===== config.mk =====
export PLATFORM = sky130hd
export DESIGN_NAME = fnd_scan_reader
export DESIGN_NICKNAME = d
export VERILOG_FILES = /design/src/rtl/fnd_pkg.sv /design/src/rtl/fnd_font_to_bcd.sv /design/src/rtl/fnd_scan_reader.sv
export SDC_FILE = /design/constraint.sdc
export NUM_CORES = 1
export LEC_CHECK = 0
export CORE_UTILIZATION = 50
export CTS_CLUSTER_DIAMETER = 50
export DETAILED_ROUTE_END_ITERATION = 10
export PLACE_DENSITY = 0.84
export SETUP_SLACK_MARGIN = 0.3
export SYNTH_ARGS = -nofsm -noshare
export SYNTH_HDL_FRONTEND = slang
export SYNTH_SLANG_ARGS = --single-unit

===== constraint.sdc =====
create_clock -name i_clk -period 2.36 [get_ports i_clk]
set_clock_uncertainty 0.1 [all_clocks]
set_input_delay 0.472 -clock i_clk [delete_from_list [all_inputs] [get_ports i_clk]]
set_output_delay 0.472 -clock i_clk [all_outputs]
set_load 0.02 [all_outputs]

===== src/rtl/fnd_pkg.sv =====
// rtl/fnd_pkg.sv - FND font codes, frame constants, FSM states and select helpers.
package fnd_pkg;

  localparam int FND_DIGITS = 4;

  localparam logic [7:0] FONT_0    = 8'hc0;
  localparam logic [7:0] FONT_1    = 8'hf9;
  localparam logic [7:0] FONT_2    = 8'ha4;
  localparam logic [7:0] FONT_3    = 8'hb0;
  localparam logic [7:0] FONT_4    = 8'h99;
  localparam logic [7:0] FONT_5    = 8'h92;
  localparam logic [7:0] FONT_6    = 8'h82;
  localparam logic [7:0] FONT_7    = 8'hf8;
  localparam logic [7:0] FONT_8    = 8'h80;
  localparam logic [7:0] FONT_9    = 8'h98;
  localparam logic [7:0] FONT_DARK = 8'h00;

  localparam logic [3:0] NIBBLE_INVALID = 4'hF;

  typedef enum logic [1:0] {
    FND_IDLE   = 2'd0,
    FND_SETTLE = 2'd1,
    FND_HELD   = 2'd2
  } fnd_state_e;

  // Exactly one select line pulled low.
  function automatic logic sel_onehot(input logic [3:0] sel);
    return $countones(~sel) == 1;
  endfunction

  function automatic logic [1:0] sel_index(input logic [3:0] sel);
    logic [1:0] idx;
    idx = 2'd0;
    for (int i = 0; i < 4; i++) begin
      if (!sel[i]) idx = 2'(i);
    end
    return idx;
  endfunction

endpackage


===== src/rtl/fnd_font_to_bcd.sv =====
// rtl/fnd_font_to_bcd.sv - Combinational font to BCD decode; FND_READER_DP_EN ignores the dp bit in the match.
module fnd_font_to_bcd
  import fnd_pkg::*;
(
  input  logic [7:0] font,
  output logic [3:0] nibble,
  output logic       blank,
  output logic       err,
  output logic       dp
);

  logic [7:0] key;

  always_comb begin
    nibble = NIBBLE_INVALID;
    blank  = 1'b0;
    err    = 1'b0;
`ifdef FND_READER_DP_EN
    // Every table entry has bit 7 set, so forcing it lets a lit dp still match.
    key = {1'b1, font[6:0]};
    dp  = ~font[7];
`else
    key = font;
    dp  = 1'b0;
`endif
    if (font == FONT_DARK) begin
      blank = 1'b1;
    end else begin
      case (key)
        FONT_0:  nibble = 4'd0;
        FONT_1:  nibble = 4'd1;
        FONT_2:  nibble = 4'd2;
        FONT_3:  nibble = 4'd3;
        FONT_4:  nibble = 4'd4;
        FONT_5:  nibble = 4'd5;
        FONT_6:  nibble = 4'd6;
        FONT_7:  nibble = 4'd7;
        FONT_8:  nibble = 4'd8;
        FONT_9:  nibble = 4'd9;
        default: err = 1'b1;
      endcase
    end
  end

endmodule


===== src/rtl/fnd_scan_reader.sv =====
// rtl/fnd_scan_reader.sv - FND bus monitor: debounces each digit dwell, decodes fonts, publishes 4-digit frames.
// Optional build macro FND_READER_DP_EN enables decimal-point reporting on o_dp.
module fnd_scan_reader
  import fnd_pkg::*;
#(
  parameter int STABLE_CYCLES = 4,
  parameter int DIGITS        = FND_DIGITS
) (
  input  logic                  i_clk,
  input  logic                  i_reset,
  input  logic [DIGITS-1:0]     i_digit_sel,
  input  logic [7:0]            i_font,
  output logic [4*DIGITS-1:0]   o_bcd,
  output logic [DIGITS-1:0]     o_blank,
  output logic [DIGITS-1:0]     o_err,
  output logic [DIGITS-1:0]     o_dp,
  output logic                  o_frame_valid,
  output logic                  o_valid
);

  logic [DIGITS-1:0]   sel_q, prev_sel;
  logic [7:0]          font_q, prev_font;
  fnd_state_e          state, state_n;
  logic [7:0]          cnt, cnt_n;
  logic                capture;
  logic                same;
  logic                onehot;
  logic [1:0]          idx;
  logic [DIGITS-1:0]   mask;
  logic [4*DIGITS-1:0] sh_bcd;
  logic [DIGITS-1:0]   sh_blank, sh_err, sh_dp;
  logic [3:0]          dec_nib;
  logic                dec_blank, dec_err, dec_dp;

  always_ff @(posedge i_clk) begin
    if (i_reset) begin
      sel_q     <= '1;
      font_q    <= '1;
      prev_sel  <= '1;
      prev_font <= '1;
    end else begin
      sel_q     <= i_digit_sel;
      font_q    <= i_font;
      prev_sel  <= sel_q;
      prev_font <= font_q;
    end
  end

  assign same   = (sel_q == prev_sel) && (font_q == prev_font);
  assign onehot = sel_onehot(sel_q);
  assign idx    = sel_index(sel_q);

  fnd_font_to_bcd u_dec (
    .font   (font_q),
    .nibble (dec_nib),
    .blank  (dec_blank),
    .err    (dec_err),
    .dp     (dec_dp)
  );

  always_comb begin
    state_n = state;
    cnt_n   = cnt;
    capture = 1'b0;
    case (state)
      FND_IDLE: begin
        if (onehot) begin
          state_n = FND_SETTLE;
          cnt_n   = 8'd1;
        end else begin
          cnt_n = 8'd0;
        end
      end
      FND_SETTLE, FND_HELD: begin
        if (!same) begin
          if (onehot) begin
            state_n = FND_SETTLE;
            cnt_n   = 8'd1;
          end else begin
            state_n = FND_IDLE;
            cnt_n   = 8'd0;
          end
        end else if (state == FND_SETTLE) begin
          if (cnt == 8'(STABLE_CYCLES - 1)) begin
            capture = 1'b1;
            state_n = FND_HELD;
            cnt_n   = 8'(STABLE_CYCLES);
          end else begin
            cnt_n = cnt + 8'd1;
          end
        end
      end
      default: begin
        state_n = FND_IDLE;
        cnt_n   = 8'd0;
      end
    endcase
  end

  always_ff @(posedge i_clk) begin
    if (i_reset) begin
      state         <= FND_IDLE;
      cnt           <= 8'd0;
      mask          <= '0;
      sh_bcd        <= '1;
      sh_blank      <= '0;
      sh_err        <= '0;
      sh_dp         <= '0;
      o_bcd         <= '1;
      o_blank       <= '0;
      o_err         <= '0;
      o_dp          <= '0;
      o_frame_valid <= 1'b0;
      o_valid       <= 1'b0;
    end else begin
      state         <= state_n;
      cnt           <= cnt_n;
      o_frame_valid <= 1'b0;
      if (capture) begin
        sh_bcd[{idx, 2'b00} +: 4] <= dec_nib;
        sh_blank[idx]             <= dec_blank;
        sh_err[idx]               <= dec_err;
        sh_dp[idx]                <= dec_dp;
      end
      // Publish copies the pre-capture shadow; a same-edge capture seeds the next frame.
      if (&mask) begin
        o_bcd         <= sh_bcd;
        o_blank       <= sh_blank;
        o_err         <= sh_err;
        o_dp          <= sh_dp;
        o_frame_valid <= 1'b1;
        o_valid       <= 1'b1;
        mask          <= capture ? ~sel_q : '0;
      end else if (capture) begin
        mask <= mask | ~sel_q;
      end
    end
  end

endmodule


After elaboration in Yosys (flattened, before gate mapping)

Cells that the tools add are included.

Logic and storage cells: 90
Output and inout port bits: 30
Register bits: 96

Shift operators: 2
Add/sub/neg operators: 5
Reductions and logical operators: 9
$lt $le $gt $ge: 2
Bitwise operators: 4
Multiplexer cells: 32
Equal/unequal tests: 19

Operators with widths:

| operator                                                               | number |
|---|---|
| 8-bit equality test, second input constant                             | 10 |
| 4-bit case mux with 10 select lines                                    | 1 |
| 8-bit two-way mux                                                      | 3 |
| 16-bit bitwise mux                                                     | 1 |
| 4-bit two-way mux                                                      | 4 |
| 8-bit case mux with 2 select lines                                     | 1 |
| 4-bit by 6-bit variable shift with 16-bit output, first input constant | 1 |
| 4-bit by 6-bit variable part select with 16-bit output                 | 1 |
| 1-bit two-way mux                                                      | 12 |
| 2-bit two-way mux                                                      | 6 |
| 10-bit OR reduction                                                    | 1 |
| 8-bit by 1-bit adder with 8-bit output, second input constant          | 1 |
| 4-bit bitwise mux                                                      | 2 |
| 8-bit by 2-bit equality test with 1-bit output, second input constant  | 1 |
| 8-bit equality test                                                    | 1 |
| 8-bit zero test                                                        | 1 |
| 4-bit NOT                                                              | 2 |
| 3-bit inequality test, second input constant                           | 2 |
| 4-bit negation with 6-bit output                                       | 1 |
| 1-bit by 1-bit adder with 2-bit output                                 | 2 |
| 4-bit bitwise AND                                                      | 1 |
| 4-bit equality test                                                    | 1 |
| 4-bit OR                                                               | 1 |
| 2-bit case mux with 2 select lines                                     | 1 |
| 14 further kinds                                                       | 15 |

Depth between registers and ports, before layout

Depth after elaboration: 9
Mapped depth: 9
Gate-level depth less buffers: 9

Cells and area by module

From an unflattened synthesis, not the netlist that was laid out.

Cells, all modules: 446
Area, all modules: 3,991.3 µm²

By module, submodules not included:

| module          | sequential area each (µm²) | instances | cells an instance | area an instance (µm²) |
|---|---|---|---|---|
| fnd_scan_reader | 1,921.8                    | 1         | 401               | 3,694.8 |
| fnd_font_to_bcd | 0.0                        | 1         | 45                | 296.5 |

Worst setup path after synthesis

No wires, ideal clock.

Kind: flip-flop to flip-flop
Start point: register sel_q[0]
End point: register cnt[0]
Buffers on the path: 0
Data required time: 2.186 ns
Stages on the path, launching flop included: 10
Period minus slack after synthesis: 2.406 ns
Setup time: 0.074 ns
Arrival: 2.232 ns
Slack: -0.046 ns
Cells stage by stage: dfxtp_1 -> fa_1 -> inv_1 -> ha_1 -> ha_1 -> or3b_2 -> nor3_1 -> o21ai_0 -> a31o_2 -> o21ai_0

Cells in the longest elaborated chain, start to end: 7
Elaborated cells on any way between the ends: 10

Ends and longest elaborated chain:

| element                                                      | RTL line                                     | text |
|---|---|---|
| from (decl)                                                  | fnd_scan_reader.sv:21                        | `logic [DIGITS-1:0] sel_q, prev_sel;` |
| from (signal assigned)                                       | fnd_scan_reader.sv:42                        | `sel_q <= i_digit_sel;` |
| 4-bit NOT                                                    | fnd_pkg.sv:28                                | `return $countones(~sel) == 1;` |
| 1-bit by 1-bit adder with 2-bit output (not written as such) | fnd_pkg.sv:28                                |  |
| 2-bit by 2-bit adder with 3-bit output (not written as such) | fnd_pkg.sv:28                                |  |
| 3-bit by 1-bit equality test with 1-bit output               | fnd_pkg.sv:28                                |  |
| 1-bit two-way mux                                            | fnd_scan_reader.sv:67, fnd_scan_reader.sv:76 |  |
| 8-bit two-way mux                                            | fnd_scan_reader.sv:75                        | `if (!same) begin` |
| 8-bit case mux with 2 select lines                           | fnd_scan_reader.sv:65                        | `case (state)` |
| to (signal assigned)                                         | fnd_scan_reader.sv:117                       | `cnt <= cnt_n;` |
| to (decl)                                                    | fnd_scan_reader.sv:24                        | `logic [7:0] cnt, cnt_n;` |

Several ways; a longest one is shown, not always the timed one.
A chain may end at the register's enable or synchronous reset.

Worst setup path in the final report

Start point: register sel_q[3]
End point: register cnt[0]

The elaborated chain is that of the path after synthesis.

==> metrics.txt <==
status=finished clean; die width=91.0 um; Mapped Nets=466; Seq pwr share=0.576; Synth Warn #=0; largest net degree at the start of global routing=34; CP peak stage delay=0.54 ns; initial antenna violation count=0; switching share of power=0.244; Tot GR Track Use=0.223; cell mode on critical path=o21ai_1; P_leak=1.94 nW; Async S/R FF share, synth=0; per-cell routed wire length=14.7 um; Mean Syn Cell Area=8.90 um2; final wirelength=8890 um; leading area contributor after synthesis=dfxtp_1; Final Slew Violations=0; CP Launch Type=flip-flop; Vias=3369; # rows=32; required time of the critical path=2.55 ns; Fillers=613; clock buffer count from CTS=9; GP Congestion=0.840; clock tree sinks=96; Fmax achieved=428 MHz; setup slack after layout=0.0237 ns; CTS clock-pin slew for the worst setup and hold paths=0.09 ns; Worst-Skew Late Latency=0.36 ns; WHS=0.357 ns; Routed Antenna Nets=0; post-synth cell types=46; crit path time final=2.34 ns; Final nets=520; layout cell share with drive strength beyond 1=0.225; Syn-to-layout area delta=26.9%; Max H-tree Level=3; count leader, synth=dfxtp_1; DRT Pass-1 Iters=5; Post-synth top cells=dfxtp_1 (96), nand2_1 (74), nor2_1 (29), nand3_1 (25), clkbuf_1 (24); RSZ-0062 raised after global routing=yes; vias per cell=5.57; PwrDens=580 nW/um2; clock power share=0.329; first-pass GRT wire length=14900 um; period utilisation layout=0.990; vias in the first global route=3408; EDFF count, synth=0; Max-cap violations=0; register area share after synthesis=0.485; Gate power share=0.095; Inserted Diodes=0; gr ovfl total=0; die area=8280 um2; slowest CP cell=fa_1; ys flop type=dfxtp_1; Max-slew headroom=0.548; Die Y=91.0 um; Remaining DRCs=0; cell internal pwr=0.00220 W; CTS Root Cell=clkbuf_8; Final Hold Fails=0; TritonCTS clock tree=built; Critical Path End Type=flip-flop; FF+latch count, synth=96; Hold Crit Class=flip-flop to flip-flop; port buffer count=43; Place WS=-0.0492 ns; maximum root-to-sink buffer count=2; Synth Cell Area=3960 um2; measured slew at the worst slew-check pin=0.669 ns; Worst Path Max Fanout=2; core area=7690 um2; maximum vdd drop=0.000432 V; setup violators final=0; Synth area leaders=dfxtp_1 (49%), nand2_1 (7.0%), mux2i_1 (5.8%), xor2_1 (3.3%), nand3_1 (3.2%); post-synth top area share=0.485; initial core utilization=0.515; 1st-iter DRT viols=259; I/O Pins=44; Cells after Synth=445; crit path kind=flip-flop to flip-flop; Detailed Place HPWL=6000 um; crit path DAT=2.52 ns; Net Sw Power=0.000710 W; CP cell instances=fa_1, inv_1, ha_2, ha_4, or3b_4, nor3_2, o21ai_1, a31o_2, o21ai_1
[routing by layer]
layer	vias to the layer above	share of wire	global-route usage
li1	1629	-	-
met1	1635	0.42	0.254
met2	89	0.52	0.396
met3	16	0.045	0.0611
met4	0	0.014	0.0873
met5	-	0	0
[final cells by class]
type                    instances  area [um2]  area share
flip-flops and latches         96        1950       0.388
clock buffers                  12         155      0.0309
well taps                     102         128      0.0254
inverters                      10        37.5     0.00747
repair buffers                 72         678       0.135
multi-input cells             310        2060       0.410
clock inverters                 3        17.5     0.00349
[placed cells by master, fill, tap and decap left out, types with 9 or more instances in the layout]
master	synthesis	final
dfxtp_1	96	82
nand2_1	74	73
clkdlybuf4s50_1	0	42
nor2_1	29	29
nand3_1	25	25
mux2i_1	23	23
buf_4	0	22
or2_2	20	20
a21oi_1	18	18
xor2_1	15	12
clkbuf_8	0	11
dfxtp_2	0	11
inv_1	10	10
nand4_1	9	9
o21ai_0	12	9
[flip-flops by register name (all words and copies together) (netlist names)]
name	flops
mask	4
o_dp	4
sh_dp	4
prev_font	8
sh_err	4
o_blank	4
o_bcd	16
o_valid	1
cnt	8
sh_bcd	16
state	2
prev_sel	4
o_err	4
sel_q	4
sh_blank	4
o_frame_valid	1
font_q	8
[metrics by stage]
stage | total power [W] | std cells | cell area [um2] | util | TNS [ns]
finish | 0.00291 | 605 | 5020 | 0.653 | 0
global route | 0.00304 | 605 | 5020 | 0.653 | -0.0719
CTS | 0.00290 | 605 | 4920 | 0.640 | 0
detailed placement | 0.00195 | 580 | 4600 | 0.598 | -0.0548
global placement | 0.00194 | 580 | 4600 | 0.598 | 0
floorplan | 0.00187 | 445 | 4040 | - | 0
[worst max-delay path, delay by kind of cell (launching register included)]
kind	cells	cell delay, ns
buffers and inverters	1	0.05
flip-flops	1	0.34
AND/OR/NAND/NOR	2	0.49
adder cells (fa/ha/maj)	3	0.92
AO/OA/AOI/OAI	3	0.39
[worst paths after layout]
kind / startpoint / endpoint / slack [ns] / cells after the start
worst min register to register: o_err[3]$_SDFFE_PP0P_ / o_err[3]$_SDFFE_PP0P_ / 0.36 / 2
worst max register to register: sel_q[3]$_SDFF_PP1_ / cnt[0]$_SDFFE_PP0P_ / 0.02 / 9
worst max-delay path: sel_q[3]$_SDFF_PP1_ / cnt[0]$_SDFFE_PP0P_ / 0.02 / 9
worst min-delay path: o_err[3]$_SDFFE_PP0P_ / o_err[3]$_SDFFE_PP0P_ / 0.36 / 2
[timing repair]
action | in CTS | in global routing
setup endpoints to repair | 23 | 38
gates resized for setup | 18 | 27
setup buffers | 10 | 0
hold buffers | 0 | 0
pin swaps | 6 | 8
[power groups by stage]
stage | registers, W | clock network [W] | logic [W]
finish | 0.00168 | 0.000960 | 0.000277
global route | 0.00168 | 0.00105 | 0.000305
CTS | 0.00167 | 0.000976 | 0.000253
detailed placement | 0.00171 | 0 | 0.000238
global placement | 0.00171 | 0 | 0.000230
floorplan | 0.00170 | 0 | 0.000177
[cell families after synthesis]
| group | Yosys count | share of synthesized area |
|---|---|---|
| AO/OA/AOI/OAI | 51 | 0.0809 |
| XOR/XNOR | 15 | 0.0332 |
| adder cells (fa/ha/maj) | 7 | 0.0240 |
| buffers and inverters | 39 | 0.0401 |
| flip-flops | 96 | 0.485 |
| multiplexers | 25 | 0.0638 |
| AND/OR/NAND/NOR | 212 | 0.272 |
Note: power is estimated with default switching activity, not from simulation.
==> variant 1: new RTL, same flow settings <==
Make the reset (`i_reset`) asynchronous in 2 clocked blocks.
--- a/src/rtl/fnd_scan_reader.sv
+++ b/src/rtl/fnd_scan_reader.sv
@@ -34,3 +34,3 @@
 
-  always_ff @(posedge i_clk) begin
+  always_ff @(posedge i_clk or posedge i_reset) begin
     if (i_reset) begin
@@ -99,3 +99,3 @@
 
-  always_ff @(posedge i_clk) begin
+  always_ff @(posedge i_clk or posedge i_reset) begin
     if (i_reset) begin
Behaviour: no difference found for any inputs over 10 cycles, from zero or initial values and one cycle with i_reset high; that may be too few to reach the edited logic, so the function may still have changed.
==> variant 1 against the original RTL <==
- the flow now finishes with violations (negative setup slack)
- sequential share of layout area rose by 3.4 points
- synthesized area rose by 7.6%
- final cell count is 4.5% lower
- sequential cell count did not move
- total power grew 14%
- routed wire length rose by 16%
- design area increased by 17%
- worst setup slack worse by 0.095 ns
- die area increased by 7.4%
- critical path type unchanged
- highest routed layer unchanged
==> variant 1: results (changes against the original RTL) <==
Outcome
  – Status: complete, but fails checks
  – Failing checks: negative setup slack

STA
  – Worst slew pin tran: 0.801 ns (+0.132 ns)
  – Setup WS post-layout: -0.0715 ns (-0.0952 ns)
  – Setup Viol. Count Final: 21 (+21)
  – Setup TNS: -0.796 ns (-0.796 ns)

Clocking
  – Worst-skew pair later-pin latency: 0.38 ns (+0.02 ns)
  – Resized cells post-CTS: 47 (+29)
  – Setup bufs post-CTS: 9 (-1)

Synth
  – Post-synth cell types: 56 (+22%)
  – Async set or reset register ratio after synthesis: 100% (+100 points)
  – Syn nets: 395 (-15%)

Routing
  – Met2 wire len: 5.51 mm (+18%)
  – Iteration-0 DRC Markers: 168 (-35%)
  – Via count: 3184 (-5.5%)
  – Routed wire length: 10.3 mm (+16%)
  – First drt pass iteration count: 4 (-1)
  – Routed wl met3: 412 µm (+3.0%)
  – Metal1 wirelength: 4.03 mm (+9.1%)

Layout
  – Inverter count: 8 (-2)
  – Area grow syn2layout: 37.7%
  – Finished Layout Cells: 578 (-4.5%)
  – Register area: 0.00247 mm² (+27%)
  – Clk tree area frac: 3.56% (+0.13 points)
  – Signal buffers: 97 (+35%)
  – # fillers: 528 (-14%)
  – Multi-input gate area: 0.00211 mm² (+2.2%)
  – Share of cells above drive strength 1: 45.2% (+23 points)

Power and ir drop
  – Leakage: 2.65 nW (+37%)
  – Overall Power: 0.00333 W (+14%)
  – Comb power frac: 13.8% (+4.3 points)
  – Internal: 0.00242 W (+9.9%)
  – Peak supply drop: 0.320 mV (-26%)
  – Seq. pwr: 0.00174 W (+4%)

Critical path
  – CP Data Arrival Time: 2.63 ns (+0.11 ns)
  – R2R depth: 5 (-4)
  – RR Endpoint: sh_bcd[13]
  – Crit path max fanout: 4 (+2)

Worst hold path
  – Cells on Worst Hold Path: 0 (-2)
  – Hold Crit Start: font_q[7]

Global route
  – Vias in the first global route: 3213 (-5.7%)
  – Met3 GRT Util: 4.21% (-1.9 points)
  – Met2 Use GR: 38.6% (-0.94 points)
  – Global Route Usage Sum: 23.1% (+0.72 points)

Placement
  – Final HPWL DP: 6.24 mm (+4.1%)
  – GPL Wtd Cong: 0.918 (+9.3%)
[variant 1: worst max path at each step]
stage,startpoint,end,slack [ns],cells past startpoint
2_1_floorplan,cnt[0],sh_blank[2],-0.05,6
3_3_place_gp,font_q[6],sh_bcd[8],-0.009,5
3_5_place_dp,font_q[6],sh_err[3],-0.12,6
4_1_cts,font_q[6],sh_bcd[12],-0.04,5
5_1_grt,cnt[0],sh_err[0],-0.16,8
6_report,font_q[6],sh_bcd[13],-0.07,5
[variant 1: logic make-up after synthesis]
| logic type | after synthesis | share of synthesized area, % |
|---|---|---|
| flip-flops | 96 | 58.1 |
| adder cells (fa/ha/maj) | 7 | 2.23 |
| AND/OR/NAND/NOR | 175 | 22.8 |
| XOR/XNOR | 13 | 2.67 |
| AO/OA/AOI/OAI | 36 | 5.32 |
| buffers and inverters | 22 | 2.29 |
| multiplexers | 25 | 6.61 |
==> variant 2: new RTL, same settings <==
Made on the original files. Build with the macro `FND_READER_DP_EN` defined.
--- a/src/rtl/fnd_font_to_bcd.sv
+++ b/src/rtl/fnd_font_to_bcd.sv
@@ -1,2 +1,4 @@
 // rtl/fnd_font_to_bcd.sv - Combinational font to BCD decode; FND_READER_DP_EN ignores the dp bit in the match.
+`define FND_READER_DP_EN
+
 module fnd_font_to_bcd
Function: same outputs for any inputs over 10 cycles, from zero or initial values and one cycle with i_reset high; that may be too few to reach the edited logic, so the function may still have changed.
==> variant 2 against the original RTL <==
- the flow now finishes with violations (negative setup slack)
- critical path depth is 1 lower
- final cell count is 6.0% higher
- total power is 5.7% higher
- die area is 0.80% higher
- sequential cell count stayed put
- routed wire length is 16% higher
- design area is 3.7% higher
- synthesized area is 0.82% higher
- worst setup slack worse by 0.16 ns
- synthesized cell count is 3.1% higher
- critical endpoint unchanged
==> variant 2: results (changes against the original RTL) <==
Power and ir drop
  – Peak supply drop: 0.339 mV (-21%)
  – Leakage: 1.99 nW (+2.5%)
  – Switching share of power: 27.4% (+3.0 points)

Synth
  – Commonest cells post-synth: dfxtp_1 (96), nand2_1 (71), nand3_1 (37)
  – Largest cells by area after synthesis: dfxtp_1 (48%), nand2_1 (6.7%), nand3_1 (4.6%), a21oi_1 (4.3%), o21ai_0 (4.0%)
  – Post-synth cell types: 52 (+13%)
  – Sequential share of the synthesized area: 48.2% (-0.40 points)
  – Syn nets: 480 (+3.0%)

Global route
  – Pin count of the biggest net entering global routing: 47 (+38%)
  – Global Route Usage Sum: 24.1% (+1.8 points)

Critical path
  – Crit path max fanout: 3 (+1)
  – R2R depth: 8 (-1)

Layout
  – Finished Layout Cells: 641 (+6.0%)
  – Share of cells above drive strength 1: 23.9% (+1.5 points)
  – # fillers: 579 (-5.5%)
  – Nets: 555 (+6.7%)

Worst hold path
  – Hold Crit Start: i_reset
  – WHS Endpoint: prev_sel[0]
  – HP Class: in2reg

Outcome
  – Status: complete, but fails checks
  – Failing checks: negative setup slack

Routing
  – Iteration-0 DRC Markers: 376 (+45%)
  – Metal1 wirelength: 4.10 mm (+11%)
  – Routed wl met3: 735 µm (+84%)
  – Routed len/inst: 16.0 µm (+9.2%)
  – Met2 wire len: 5.02 mm (+7.6%)

Placement
  – Placed Cells incl. Taps: 605 (+4.3%)
  – Final HPWL DP: 6.21 mm (+3.6%)

Floorplan
  – Core area: 0.00773 mm² (+0.52%)

STA
  – Setup Viol. Count Final: 3 (+3)
  – Worst rel slew slack: 57.8% (+3.0 points)
  – Setup WS post-layout: -0.139 ns (-0.163 ns)
  – Setup TNS: -0.256 ns (-0.256 ns)
  – Hold_ws: 0.311 ns (-0.0451 ns)
==> variant 2: cell count changes in the layout (fill, tap and decap cells not counted), moves of 12 or more <==
cell     unedited run  this run
a21oi_1            18        31
buf_4              22        39
mux2i_1            23         4
nand3_1            25        37
nor2_1             29        17
o21ai_1             4        19
==> variant 2: worst max-delay path, delay by kind of cell, from the launching register on <==
| family | cells | cell delay, ns |
|---|---|---|
| buf+inv | 1 | 0.05 |
| simple gates | 2 | 0.65 |
| compound gates | 2 | 0.32 |
| fa+ha+maj | 3 | 0.91 |
| flops | 1 | 0.36 |
==> variant 2: power by group through the flow <==
stage | Sequential [W] | Combinational [W] | Clock [W]
detailed placement | 0.00171 | 0.000289 | 0
finish | 0.00168 | 0.000379 | 0.00102
global route | 0.00168 | 0.000404 | 0.00110
global placement | 0.00171 | 0.000280 | 0
CTS | 0.00168 | 0.000326 | 0.00103
floorplan | 0.00171 | 0.000202 | 0
==> variant 2: stage by stage <==
| stage | worst slack [ns] | area (µm²) |
|---|---|---|
| finish | -0.139 | 5210 |
| global route | -0.252 | 5210 |
| CTS | -0.0802 | 5050 |
| detailed placement | -0.148 | 4690 |
| global placement | -0.0736 | 4690 |
| floorplan | -0.0780 | 4050 |
==> variant 2: kinds of logic after synthesis <==
group | synth area share [%]
flops | 48.2
fa+ha+maj | 2.38
buf+inv | 3.98
mux | 1.00
simple gates | 26.5
compound gates | 14.0
xor+xnor | 3.92
==> variant 2: repair_timing <==
| item | in CTS | in global routing |
|---|---|---|
| buffers inserted | 11 | 6 |
| pin swaps | 6 | 7 |
| gates resized for setup | 21 | 45 |
| endpoints found under the setup margin | 34 | 42 |
| cloned | 2 | 1 |
| hold buffers | 0 | 0 |
==> variant 2: layer usage <==
metal,track usage [%],vias to the layer above
met5,0,-
met1,29.6,1784
met3,3.43,47
met4,11.8,0
met2,41.4,192
li1,-,1767
==> variant 2: how the worst max path moves through the flow <==
stage	to	depth (start not counted)
2_1_floorplan	cnt[0]	8
3_3_place_gp	cnt[0]	8
3_5_place_dp	cnt[0]	8
4_1_cts	cnt[0]	8
5_1_grt	cnt[0]	8
6_report	cnt[0]	8
==> variant 2: final cells by class <==
cell class                 count  area [µm²]  area share, %
inverter                      10        37.5          0.720
tap                          102         128           2.45
clock buffer                   9         124           2.38
clock inverter                 7        58.8           1.13
timing repair buffer          89         815           15.6
sequential                    96        1940           37.2
multi-input combinational    328        2110           40.5
